File: src/rtl/vp_pkg.sv
// Shared definitions for the vector processor: opcodes, fixed-point
// constants and FSM state encoding.
package vp_pkg;

  localparam logic [3:0] OP_ADD    = 4'd0;
  localparam logic [3:0] OP_SUB    = 4'd1;
  localparam logic [3:0] OP_MUL    = 4'd2;
  localparam logic [3:0] OP_DOT    = 4'd3;
  localparam logic [3:0] OP_SCALE  = 4'd4;
  localparam logic [3:0] OP_LENGTH = 4'd5;

  localparam logic [15:0] FP_ONE    = 16'h0100;
  localparam int unsigned FRAC_BITS = 8;

  typedef enum logic [1:0] {
    ST_IDLE = 2'd0,
    ST_LANE = 2'd1,
    ST_SQRT = 2'd2,
    ST_DONE = 2'd3
  } vp_state_e;

endpackage

File: src/rtl/vp_isqrt.sv
// Restoring integer square root, one result bit per cycle.
// The first iteration is folded into the load cycle, so o_done pulses
// on the cycle after the seventeenth iteration edge.
module vp_isqrt (
  input  logic        clk,
  input  logic        rst_n,
  input  logic        i_start,
  input  logic [33:0] i_rad,
  output logic        o_done,
  output logic [16:0] o_root
);

  logic [33:0] r_rad;
  logic [17:0] r_rem;
  logic [16:0] r_root;
  logic [4:0]  r_cnt;
  logic        r_busy;
  logic        r_done;

  logic [33:0] w_rad;
  logic [17:0] w_rem_in;
  logic [16:0] w_root_in;
  logic [19:0] w_rem_sh;
  logic [19:0] w_trial;
  logic [17:0] w_rem_nxt;
  logic [16:0] w_root_nxt;

  // One restoring step on either the fresh operand or the running state.
  always_comb begin
    w_rad      = i_start ? i_rad : r_rad;
    w_rem_in   = i_start ? '0 : r_rem;
    w_root_in  = i_start ? '0 : r_root;
    w_rem_sh   = {w_rem_in, w_rad[33:32]};
    w_trial    = {1'b0, w_root_in, 2'b01};
    w_rem_nxt  = w_rem_sh[17:0];
    w_root_nxt = w_root_in << 1;
    if (w_rem_sh >= w_trial) begin
      w_rem_nxt  = 18'(w_rem_sh - w_trial);
      w_root_nxt = (w_root_in << 1) | 17'd1;
    end
  end

  // Iteration state and completion pulse.
  always_ff @(posedge clk or negedge rst_n) begin
    if (!rst_n) begin
      r_rad  <= '0;
      r_rem  <= '0;
      r_root <= '0;
      r_cnt  <= '0;
      r_busy <= 1'b0;
      r_done <= 1'b0;
    end else begin
      r_done <= 1'b0;
      if (i_start || r_busy) begin
        r_rad  <= {w_rad[31:0], 2'b00};
        r_rem  <= w_rem_nxt;
        r_root <= w_root_nxt;
      end
      if (i_start) begin
        r_cnt  <= 5'd16;
        r_busy <= 1'b1;
      end else if (r_busy) begin
        r_cnt <= r_cnt - 5'd1;
        if (r_cnt == 5'd1) begin
          r_busy <= 1'b0;
          r_done <= 1'b1;
        end
      end
    end
  end

  assign o_done = r_done;
  assign o_root = r_root;

endmodule

File: src/rtl/vector_processor.sv
// Four-lane 8.8 fixed-point vector unit sharing one multiplier across lanes.
// Optional LENGTH datapath (with vp_isqrt) is enabled by VP_LENGTH_EN.
module vector_processor
  import vp_pkg::*;
#(
  parameter int DATA_WIDTH   = 16,
  parameter int VECTOR_WIDTH = 4
) (
  input  logic                               clk,
  input  logic                               rst_n,
  input  logic                               start,
  input  logic [3:0]                         operation,
  input  logic [VECTOR_WIDTH*DATA_WIDTH-1:0] vec_a,
  input  logic [VECTOR_WIDTH*DATA_WIDTH-1:0] vec_b,
  input  logic [DATA_WIDTH-1:0]              scalar,
  output logic                               busy,
  output logic                               done,
  output logic [VECTOR_WIDTH*DATA_WIDTH-1:0] result,
  output logic                               result_valid
);

  localparam int VW = VECTOR_WIDTH * DATA_WIDTH;
  localparam int LW = (VECTOR_WIDTH > 1) ? $clog2(VECTOR_WIDTH) : 1;
  localparam int PW = 2 * DATA_WIDTH;
  localparam int AW = PW + 2;
  localparam int HI = DATA_WIDTH + FRAC_BITS;
`ifdef VP_LENGTH_EN
  localparam bit LEN_EN = 1'b1;
`else
  localparam bit LEN_EN = 1'b0;
`endif

  vp_state_e r_state;
  vp_state_e w_state_nxt;

  logic [3:0]            r_op;
  logic [VW-1:0]         r_a;
  logic [VW-1:0]         r_b;
  logic [DATA_WIDTH-1:0] r_scalar;
  logic [LW-1:0]         r_lane;
  logic [AW-1:0]         r_acc;
  logic [VW-1:0]         r_work;
  logic [VW-1:0]         r_result;

  logic                  w_op_ok;
  logic                  w_sq_done;
  logic [DATA_WIDTH-1:0] w_lane_a;
  logic [DATA_WIDTH-1:0] w_lane_b;
  logic [DATA_WIDTH-1:0] w_abs_a;
  logic [DATA_WIDTH-1:0] w_mul_a;
  logic [DATA_WIDTH-1:0] w_mul_b;
  logic [PW-1:0]         w_prod;
  logic [DATA_WIDTH-1:0] w_prod_sat;
  logic [AW-1:0]         w_acc_nxt;
  logic [DATA_WIDTH-1:0] w_acc_sat;
  logic [DATA_WIDTH-1:0] w_lane_res;
  logic [VW-1:0]         w_work_nxt;

  assign w_op_ok = (operation <= OP_SCALE) || (LEN_EN && (operation == OP_LENGTH));

`ifdef VP_LENGTH_EN
  logic                  w_sq_start;
  logic [16:0]           w_root;
  logic [DATA_WIDTH-1:0] w_root_sat;

  // The radicand includes the lane-0 square being added this same cycle.
  assign w_sq_start = (r_state == ST_LANE) && (r_lane == '0) && (r_op == OP_LENGTH);
  assign w_root_sat = w_root[16] ? '1 : w_root[15:0];

  vp_isqrt u_isqrt (
    .clk     (clk),
    .rst_n   (rst_n),
    .i_start (w_sq_start),
    .i_rad   (w_acc_nxt),
    .o_done  (w_sq_done),
    .o_root  (w_root)
  );
`else
  assign w_sq_done = 1'b0;
`endif

  // State register.
  always_ff @(posedge clk or negedge rst_n) begin
    if (!rst_n) r_state <= ST_IDLE;
    else        r_state <= w_state_nxt;
  end

  // Next-state logic and status outputs.
  always_comb begin
    w_state_nxt  = r_state;
    busy         = 1'b1;
    done         = 1'b0;
    result_valid = 1'b0;
    case (r_state)
      ST_IDLE: begin
        busy = 1'b0;
        if (start) w_state_nxt = w_op_ok ? ST_LANE : ST_DONE;
      end
      ST_LANE: begin
        if (r_lane == '0)
          w_state_nxt = (LEN_EN && (r_op == OP_LENGTH)) ? ST_SQRT : ST_DONE;
      end
      ST_SQRT: begin
        if (w_sq_done) w_state_nxt = ST_DONE;
      end
      ST_DONE: begin
        done         = 1'b1;
        result_valid = 1'b1;
        w_state_nxt  = ST_IDLE;
      end
      default: w_state_nxt = ST_IDLE;
    endcase
  end

  // Per-lane datapath around the single shared multiplier.
  always_comb begin
    w_lane_a = r_a[r_lane*DATA_WIDTH +: DATA_WIDTH];
    w_lane_b = r_b[r_lane*DATA_WIDTH +: DATA_WIDTH];
    w_abs_a  = w_lane_a[DATA_WIDTH-1] ? (~w_lane_a + 1'b1) : w_lane_a;
    w_mul_a  = w_lane_a;
    w_mul_b  = w_lane_b;
    case (r_op)
      OP_SCALE:  w_mul_b = r_scalar;
      OP_LENGTH: begin
        w_mul_a = w_abs_a;
        w_mul_b = w_abs_a;
      end
      default: ;
    endcase
    w_prod     = PW'(w_mul_a) * PW'(w_mul_b);
    w_prod_sat = (|w_prod[PW-1:HI]) ? '1 : w_prod[HI-1:FRAC_BITS];
    w_acc_nxt  = r_acc + AW'(w_prod);
    w_acc_sat  = (|w_acc_nxt[AW-1:HI]) ? '1 : w_acc_nxt[HI-1:FRAC_BITS];
    case (r_op)
      OP_ADD:           w_lane_res = w_lane_a + w_lane_b;
      OP_SUB:           w_lane_res = w_lane_a - w_lane_b;
      OP_MUL, OP_SCALE: w_lane_res = w_prod_sat;
      default:          w_lane_res = '0;
    endcase
    w_work_nxt = r_work;
    w_work_nxt[r_lane*DATA_WIDTH +: DATA_WIDTH] = w_lane_res;
  end

  // Operand capture, lane sequencing, accumulation and result update.
  always_ff @(posedge clk or negedge rst_n) begin
    if (!rst_n) begin
      r_op     <= '0;
      r_a      <= '0;
      r_b      <= '0;
      r_scalar <= '0;
      r_lane   <= '0;
      r_acc    <= '0;
      r_work   <= '0;
      r_result <= '0;
    end else begin
      case (r_state)
        ST_IDLE: begin
          if (start) begin
            r_op     <= operation;
            r_a      <= vec_a;
            r_b      <= vec_b;
            r_scalar <= scalar;
            r_lane   <= LW'(VECTOR_WIDTH - 1);
            r_acc    <= '0;
            r_work   <= '0;
            if (!w_op_ok) r_result <= '0;
          end
        end
        ST_LANE: begin
          r_acc  <= w_acc_nxt;
          r_work <= w_work_nxt;
          r_lane <= r_lane - 1'b1;
          if (w_state_nxt == ST_DONE)
            r_result <= (r_op == OP_DOT) ?
                        {w_acc_sat, {(VW-DATA_WIDTH){1'b0}}} : w_work_nxt;
        end
        ST_SQRT: begin
`ifdef VP_LENGTH_EN
          if (w_sq_done) r_result <= {w_root_sat, {(VW-DATA_WIDTH){1'b0}}};
`endif
        end
        default: ;
      endcase
    end
  end

  assign result = r_result;

endmodule
File: config.mk
export PLATFORM = sky130hd
export DESIGN_NAME = vector_processor
export DESIGN_NICKNAME = d
export VERILOG_FILES = /design/src/rtl/vp_pkg.sv /design/src/rtl/vp_isqrt.sv /design/src/rtl/vector_processor.sv
export SDC_FILE = /design/constraint.sdc
export NUM_CORES = 1
export LEC_CHECK = 0
export ABC_AREA = 1
export BUFFER_PORTS_ARGS = -buffer_cell sky130_fd_sc_hd__buf_2
export CORE_ASPECT_RATIO = 0.8
export CORE_MARGIN = 2
export CORE_UTILIZATION = 40
export DETAILED_ROUTE_END_ITERATION = 7
export PLACE_DENSITY_LB_ADDON = 0.15
export SLEW_MARGIN = 0
export SYNTH_ARGS = -nofsm -noshare
export SYNTH_HDL_FRONTEND = slang
export SYNTH_SLANG_ARGS = --single-unit
File: constraint.sdc
create_clock -name clk -period 11.5 [get_ports clk]
set_input_delay 1.725 -clock clk [delete_from_list [all_inputs] [get_ports clk]]
set_output_delay 1.725 -clock clk [all_outputs]
set_load 0.01 [all_outputs]
==> results of run 1 <==
[cell families (layout without fill, tap and decap cells)]
logic type	after synthesis	count (layout)
mux	132	132
xor+xnor	58	58
fa+ha+maj	356	356
simple gates	1619	1619
buf+inv	655	855
compound gates	400	400
other cells	0	3
flops	314	314
[stage by stage]
step / util [%] / setup WS [ps] / instance area (um2) / cells / hold WS [ps]
3_5_place_dp: 43.46 / 1152 / 29260 / 4583 / 465.1
4_1_cts: 45.23 / 1128 / 30450 / 4647 / 480.2
5_1_grt: 45.23 / 182.5 / 30450 / 4648 / 495.3
2_1_floorplan: - / 2504 / 27200 / 3534 / 449.2
6_report: 45.24 / 898.5 / 30450 / 4650 / 476.0
3_3_place_gp: 43.46 / 1022 / 29260 / 4583 / 460.6
[routing by layer]
metal  global-route usage [%]  up-vias  part of all wire, %
met5                        0        -                0.023
met3                    6.480      120                  8.8
li1                         -    11480                    -
met4                    6.337        4                  2.3
met2                    36.60      824                   42
met1                    36.95    11260                   47
[Yosys cell counts (5+ instances only)]
master | n | area share [%]
sky130_fd_sc_hd__a21boi_0 | 6 | 0.17
sky130_fd_sc_hd__a21o_1 | 9 | 0.25
sky130_fd_sc_hd__a21oi_1 | 139 | 2.6
sky130_fd_sc_hd__a22o_1 | 7 | 0.23
sky130_fd_sc_hd__a31oi_1 | 11 | 0.25
sky130_fd_sc_hd__buf_1 | 12 | 0.17
sky130_fd_sc_hd__buf_2 | 29 | 0.53
sky130_fd_sc_hd__buf_4 | 6 | 0.17
sky130_fd_sc_hd__buf_6 | 6 | 0.25
sky130_fd_sc_hd__clkbuf_1 | 77 | 1.1
sky130_fd_sc_hd__dfrtp_1 | 314 | 29
sky130_fd_sc_hd__fa_1 | 196 | 14
sky130_fd_sc_hd__ha_1 | 160 | 7.4
sky130_fd_sc_hd__inv_1 | 505 | 7.0
sky130_fd_sc_hd__inv_2 | 15 | 0.21
sky130_fd_sc_hd__mux2_2 | 132 | 5.5
sky130_fd_sc_hd__nand2_1 | 1030 | 14
sky130_fd_sc_hd__nand2_2 | 9 | 0.21
sky130_fd_sc_hd__nand3_1 | 206 | 3.8
sky130_fd_sc_hd__nand3b_1 | 7 | 0.19
sky130_fd_sc_hd__nand4_1 | 41 | 0.94
sky130_fd_sc_hd__nor2_1 | 282 | 3.9
sky130_fd_sc_hd__nor2_2 | 14 | 0.32
sky130_fd_sc_hd__nor3_1 | 13 | 0.24
sky130_fd_sc_hd__nor4_1 | 5 | 0.11
sky130_fd_sc_hd__o211ai_1 | 5 | 0.14
sky130_fd_sc_hd__o21ai_0 | 160 | 2.9
sky130_fd_sc_hd__o21ai_1 | 21 | 0.39
sky130_fd_sc_hd__o21ai_2 | 5 | 0.16
sky130_fd_sc_hd__o21bai_1 | 11 | 0.30
sky130_fd_sc_hd__xnor2_1 | 25 | 0.80
sky130_fd_sc_hd__xor2_1 | 33 | 1.1
[flip-flops by register name, indices dropped and copies added, names as in the netlist]
signal    flops
r_a          64
result       64
r_b          64
r_lane        2
r_op          4
r_state       2
r_acc        34
r_work       64
r_scalar     16
[how the worst max path moves through the flow]
stage,to,slack [ps]
global route,result[63]$_DFFE_PN0P_,180
floorplan,result[55]$_DFFE_PN0P_,2500
finish,result[63]$_DFFE_PN0P_,900
CTS,result[63]$_DFFE_PN0P_,1130
detailed placement,result[63]$_DFFE_PN0P_,1150
global placement,result[63]$_DFFE_PN0P_,1020
[critical path: cells and delay by family (launching register included)]
kind	cells	cell delay (ps)
AOI/OAI and AO/OA	8	1810
xor gates and xnor gates	2	630
adders and majority gates	9	3910
buffers and inverters	13	1460
DFF	1	490
and+or+nand+nor	20	2150
[layout by cell type (no fill, tap or decap), types with 12 or more instances in the layout]
cell	Yosys	routed
sky130_fd_sc_hd__a21oi_1	139	139
sky130_fd_sc_hd__nor3_1	13	13
sky130_fd_sc_hd__mux2_2	132	132
sky130_fd_sc_hd__inv_1	505	504
sky130_fd_sc_hd__clkbuf_16	0	37
sky130_fd_sc_hd__o21ai_0	160	159
sky130_fd_sc_hd__ha_1	160	160
sky130_fd_sc_hd__nand2_1	1030	1027
sky130_fd_sc_hd__xor2_1	33	33
sky130_fd_sc_hd__nor2_1	282	282
sky130_fd_sc_hd__dfrtp_1	314	313
sky130_fd_sc_hd__buf_4	6	47
sky130_fd_sc_hd__buf_2	29	216
sky130_fd_sc_hd__o21ai_1	21	22
sky130_fd_sc_hd__xnor2_1	25	25
sky130_fd_sc_hd__nor2_2	14	14
sky130_fd_sc_hd__nand3_1	206	206
sky130_fd_sc_hd__inv_2	15	15
sky130_fd_sc_hd__clkbuf_1	77	12
sky130_fd_sc_hd__fa_1	196	196
sky130_fd_sc_hd__nand4_1	41	41
[area by class of cell]
| class | count | area [um2] | area share (%) |
|---|---|---|---|
| sequential | 314 | 7861 | 25.81 |
| clock buffer | 54 | 1040 | 3.414 |
| inverter | 525 | 1974 | 6.483 |
| multi-input combinational | 2565 | 16790 | 55.14 |
| antenna | 3 | 7.507 | 0.02465 |
| clock inverter | 10 | 146.4 | 0.4807 |
| timing repair buffer | 266 | 1489 | 4.889 |
| tap | 913 | 1142 | 3.751 |
==> results summary, run 1 <==
The flow ran to the end, and the final reports show no timing, DRC or antenna violations. The mean instance size in the synthesized netlist is 7.698 um2. The tool flagged a number of max-cap violations equal to 0. The combined global-route utilization of all metal layers is 25.13%. For this design, the slowest cell found on the critical path is sky130_fd_sc_hd__fa_1. The mean number of vias per cell is 5.095. The total half-perimeter wirelength after legalization and detailed placement is 67040 um. The hold violation total from the final report is 0. The remaining routing DRC violations came out at 0. The number of violations reported at the end of detailed-routing iteration 0 is 2076. The number of buffers inserted to repair setup after CTS is 0. At the worst endpoint, the required time is 11950 ps.

The tightest slew margin relative to the limit is 14.84%. The detailed-routing iteration count for the pre-antenna-repair pass came out at 6. STA classifies the critical path endpoint as a register. The worst hold path terminates at result[17]$_DFFE_PN0P_.

The accumulated negative setup slack is 0 ps. The initial antenna violation count came out at 4. The clock tree from TritonCTS is built. The maximum cell stage delay along the critical path came out at 560 ps.

The via count of the first global-routing pass is 23410. Measured along the x axis, the die boundary spans 295.6 um. STA classifies the critical path startpoint as a register. The compound-gate portion of the synthesized area came out at 8.251%. The average wire per cell in the routed design is 18.61 um.

For this run, the number of Yosys warnings is 0. The min-delay analysis places its worst path in the category register to register. The root buffer cell is sky130_fd_sc_hd__clkbuf_16. The core area came out at 0.06732 mm2. The count of cell types in the netlist is 57.

Counting stages on the worst path, the most repeated cell is sky130_fd_sc_hd__inv_1. The clock sink count is 314. The number of endpoints failing setup at the final stage is 0. The clock reaches the later pin of the worst-skew pair after 560 ps. The critical path in this run is classified as register to register. The fill cell instance count of the final layout came out at 6956. The maximum clock insertion buffer count came out at 3.

The height of the die is 237.3 um. In this run, synthesis produced a sequential element count of 314. The die covers 0.07012 mm2. The fraction of the mapped netlist area in adder cells is 21.78%. The most critical setup path has its startpoint at r_lane[0]$_DFFE_PN0P_. The post-detailed-routing wire length came out at 86560 um.

The number of buffers created by CTS is 37. The worst hold path was traced through 2 stages. The fmax is 94.33 MHz. Of all flip-flops after synthesis, the portion carrying an async set or reset was 100.0%. The clock period minus worst slack is 10600 ps. Synthesis produced 3534 cells. The number of slew-limit violations in the final report is 0. The startpoint identified for the worst register-to-register timing path is r_lane[0]$_DFFE_PN0P_. The initial cell density of the core came out at 40.41%. The global-route wire length before repair is 135900 um. The critical path data arrival time came out at 11050 ps.

The register-to-register path setup slack came out at 900 ps. The mapped netlist covers 0.02720 mm2. For this run, the leading register cell type out of synthesis is sky130_fd_sc_hd__dfrtp_1. Summing the areas of all and, or, nand and nor instances in the mapped netlist gives 24.32% of the synthesized area. The number of standard-cell rows in the floorplan is 85. At the end of routability-driven placement, the weighted congestion stood at 0.9791.

Between clock sinks in the finished design, the worst skew comes to 30.65 ps. The startpoint identified for the worst hold timing path is result[17]$_DFFE_PN0P_. The via total after detailed routing came out at 23690. The post-synth net total came out at 4041. During placement, the flow inserted port buffers numbering 217.

The H-tree depth is 2. The number of instances resized during post-cts repair is 0. Setup repair after global routing left no endpoint under its margin. The number of enable flip-flop cells after synthesis came out at 0.

Of all nets on the critical path, the largest fanout is 110. Measured in cells, the most critical reg-to-reg path has a length of 52. The hold buffer count at cts came out at 0.

The area growth from synthesis to layout is 11.95%. The capturing point of the worst reg2reg path is result[63]$_DFFE_PN0P_. The final antenna-violating net count is 0. The post-route clock period utilization is 92.19%.

After synthesis, the largest family of logic cells by area is simple AND/OR/NAND/NOR gates. The net count reported at finish came out at 4216. The post-synthesis share of cell area spent on xor and xnor gates came out at 1.867%. The largest net degree at the start of global routing came out at 111. The clock-pin slew reported for the worst setup and hold paths after clock tree synthesis came out at 60 ps. The multiplexer share of the synthesized area came out at 5.464%. For this design the top-level I/O count stands at 218. The layout cell share with drive strength beyond 1 came out at 13.82%. Of the synthesized area, sequential elements account for 28.88%. The slew at the pin closest to its max-slew limit is 1273 ps. The total global routing overflow came out at 0.
Power of run 1 is left out: the tool's default activity adds up to more than one toggle a clock period on the data nets, which glitch-free logic cannot reach.
==> run 2: changes to the inputs <==
Clock period 11.5 ns to 9.8 ns, I/O delays scaled along.
==> run 2 against run 1 <==
Compared with the run above:
- register-to-register slack got worse by 340 ps
- die area unchanged
- final cell count increased by 3.1%
- design area increased by 5.9%
- highest routed layer unchanged
- non-clock buffer count is 147 higher
- utilization grew 2.7 points
==> results summary, run 2 (synthesized netlist as in run 1, its figures left out) <==
Status: finished clean (unchanged). The endpoint type of the worst setup path was a register (unchanged). The fill cell instance count of the final layout is 6744 (was 6956).

The final weighted congestion of routability-driven global placement came out at 0.9811 (was 0.9791). The critical register-to-register path startpoint is r_lane[0]$_DFFE_PN0P_ (unchanged). The area of the multi-input gates is 0.01738 mm2 (was 0.01679 mm2). The total global routing overflow was 0 (unchanged). The required time of the critical path came to 10230 ps (was 11950 ps). The tightest slew margin relative to the limit came out at 14.82% (was 14.84%).

The final antenna-violating net count was 0 (unchanged). The initial cell density of the core is 40.41% (unchanged). The H-tree depth is 2 (unchanged). The placement-stage cell area came out at 0.03040 mm2 (was 0.02926 mm2).

The worst min-delay path category is register to register (unchanged). The accumulated negative setup slack is 0 ps (unchanged). The largest net degree at the start of global routing came out at 156 (was 111). The pre-CTS setup slack came to 213.0 ps (was 1152 ps).

The worst-skew pair later-pin latency is 580 ps (was 560 ps). The capturing element of the worst setup path is result[52]$_DFFE_PN0P_ (was result[63]$_DFFE_PN0P_). The total non-filler cell area in the finished layout came to 0.03225 mm2 (was 0.03045 mm2). The quantity of I/O buffers inserted on ports came to 217 (unchanged). The register-to-register path setup slack is 560 ps (was 900 ps). The critical path data arrival time is 9670 ps (was 11050 ps). The initial antenna violation count came out at 6 (was 4).

The final worst slack is 558.2 ps (was 898.5 ps). The net count reported at finish was 4360 (was 4216). The clock sink count came out at 314 (unchanged). The largest driver fanout on the critical path came out at 16 (was 110). The remaining routing DRC violations is 0 (unchanged). The global-route wire length before repair is 138400 um (was 135900 um). The first element of the critical path is r_lane[0]$_DFFE_PN0P_ (unchanged).

The hold violation total from the final report came out at 0 (unchanged). The hold buffer count at cts is 0 (unchanged). The path depth of the worst reg2reg path came to 49 (was 52). The number of endpoints failing setup at the final stage is 0 (unchanged). The mean number of vias per cell came out at 5.035 (was 5.095). The max-capacitance violation count came to 0 (unchanged). The via total after detailed routing was 24130 (was 23690). The fmax came out at 108.2 MHz (was 94.33 MHz).

The number of standard-cell rows in the floorplan came out at 85 (unchanged). The count of boundary I/O pins was 218 (unchanged). The core area came to 0.06732 mm2 (unchanged). The total half-perimeter wirelength after legalization and detailed placement came out at 68960 um (was 67040 um). Unrepaired setup endpoints after global routing: true (was false). The maximum clock insertion buffer count is 3 (unchanged).

The height of the die is 237.3 um (unchanged). The combined global-route utilization of all metal layers is 25.51% (was 25.13%). The launching element type of the critical path is a register (unchanged). The detailed-routing iteration count for the pre-antenna-repair pass came out at 7 (was 6). The post-route clock period utilization came out at 94.30% (was 92.19%). The final worst clock skew came to 44.16 ps (was 30.65 ps). The cell type with the highest occurrence count on the critical path was sky130_fd_sc_hd__nand2_1 (was sky130_fd_sc_hd__inv_1). The master of the slowest instance on the critical path was sky130_fd_sc_hd__dfrtp_4 (was sky130_fd_sc_hd__fa_1). The slew at the pin closest to its max-slew limit is 1273 ps (about the same). The capturing point of the worst reg2reg path was result[52]$_DFFE_PN0P_ (was result[63]$_DFFE_PN0P_). The number of buffers created by CTS came out at 34 (was 37). The via count of the first global-routing pass is 23600 (was 23410). The root buffer cell is sky130_fd_sc_hd__clkbuf_16 (unchanged).

The number of violations reported at the end of detailed-routing iteration 0 is 2093 (was 2076). The average wire per cell in the routed design is 18.30 um (was 18.61 um). The leading cell type in the layout, fill and taps excluded is sky130_fd_sc_hd__nand2_1 (unchanged). The clock tree from TritonCTS is built (unchanged). Top library cells by usage in the layout, fill and taps aside: sky130_fd_sc_hd__nand2_1, sky130_fd_sc_hd__inv_1, sky130_fd_sc_hd__dfrtp_1 (unchanged). The clock-pin slew reported for the worst setup and hold paths after clock tree synthesis is 60 ps (about the same). The area growth from synthesis to layout came to 18.54% (was 11.95%). The maximum cell stage delay along the critical path is 520 ps (was 560 ps).

The x dimension of the die is 295.6 um (unchanged). The number of slew-limit violations in the final report is 0 (unchanged). The kind of critical path was register to register (unchanged).

The register cell area after layout came out at 0.007861 mm2 (unchanged). The post-detailed-routing wire length is 87700 um (was 86560 um). The layout cell share with drive strength beyond 1 is 19.93% (was 13.82%). The clock period minus worst slack was 9242 ps (was 10600 ps).

The die footprint came out at 0.07012 mm2 (unchanged).
## run 2: metrics by stage
step | utilization [%] | std cells | hold slack, ps
after CTS | 46.88 | 4784 | 480.2
after floorplan | - | 3534 | 449.2
after global routing | 47.90 | 4792 | 492.3
after detailed placement | 45.16 | 4723 | 461.8
final | 47.90 | 4792 | 475.1
after global placement | 45.16 | 4723 | 462.4
## run 2: layout make-up
class	instances	area share, %
Antenna cell	1	0.007760
Clock buffer	49	3.093
Clock inverter	12	0.5005
Inverter	525	6.169
Multi-Input combinational cell	2565	53.90
Sequential cell	314	24.38
Tap cell	913	3.543
Timing Repair Buffer	413	8.412
## run 2: critical path: cells and delay by family, from the launching register on
kind | cells | cell delay, ps
buf+inv | 9 | 900
compound gates | 8 | 1330
flops | 1 | 520
simple gates | 22 | 2490
fa+ha+maj | 9 | 3720
xor+xnor | 1 | 160
## run 2: worst min-delay path by stage
stage | slack [ps] | cells after the start | from | endpoint
after detailed placement | 460 | 2 | result[53]$_DFFE_PN0P_ | result[53]$_DFFE_PN0P_
after global routing | 490 | 2 | result[30]$_DFFE_PN0P_ | result[30]$_DFFE_PN0P_
after global placement | 460 | 2 | r_work[54]$_DFFE_PN0P_ | r_work[54]$_DFFE_PN0P_
after CTS | 480 | 2 | result[53]$_DFFE_PN0P_ | result[53]$_DFFE_PN0P_
after floorplan | 450 | 2 | r_work[48]$_DFFE_PN0P_ | r_work[48]$_DFFE_PN0P_
final | 480 | 2 | result[53]$_DFFE_PN0P_ | result[53]$_DFFE_PN0P_
## run 2: per-layer routing
metal | wire length (um) | part of all wire [%] | global-route usage, % | vias up
li1 | - | - | - | 11770
met1 | 42150 | 48 | 38.91 | 11510
met2 | 36990 | 42 | 37.30 | 755
met3 | 6997 | 8.0 | 5.105 | 92
met4 | 1528 | 1.7 | 4.953 | 4
met5 | 27 | 0.031 | 0 | -
## run 2: repair_timing
item | CTS | global route
gates resized for setup | 0 | 154
setup buffers | 0 | 7
endpoints found under the setup margin | 0 | 27
Power of run 2 is left out for the same reason.
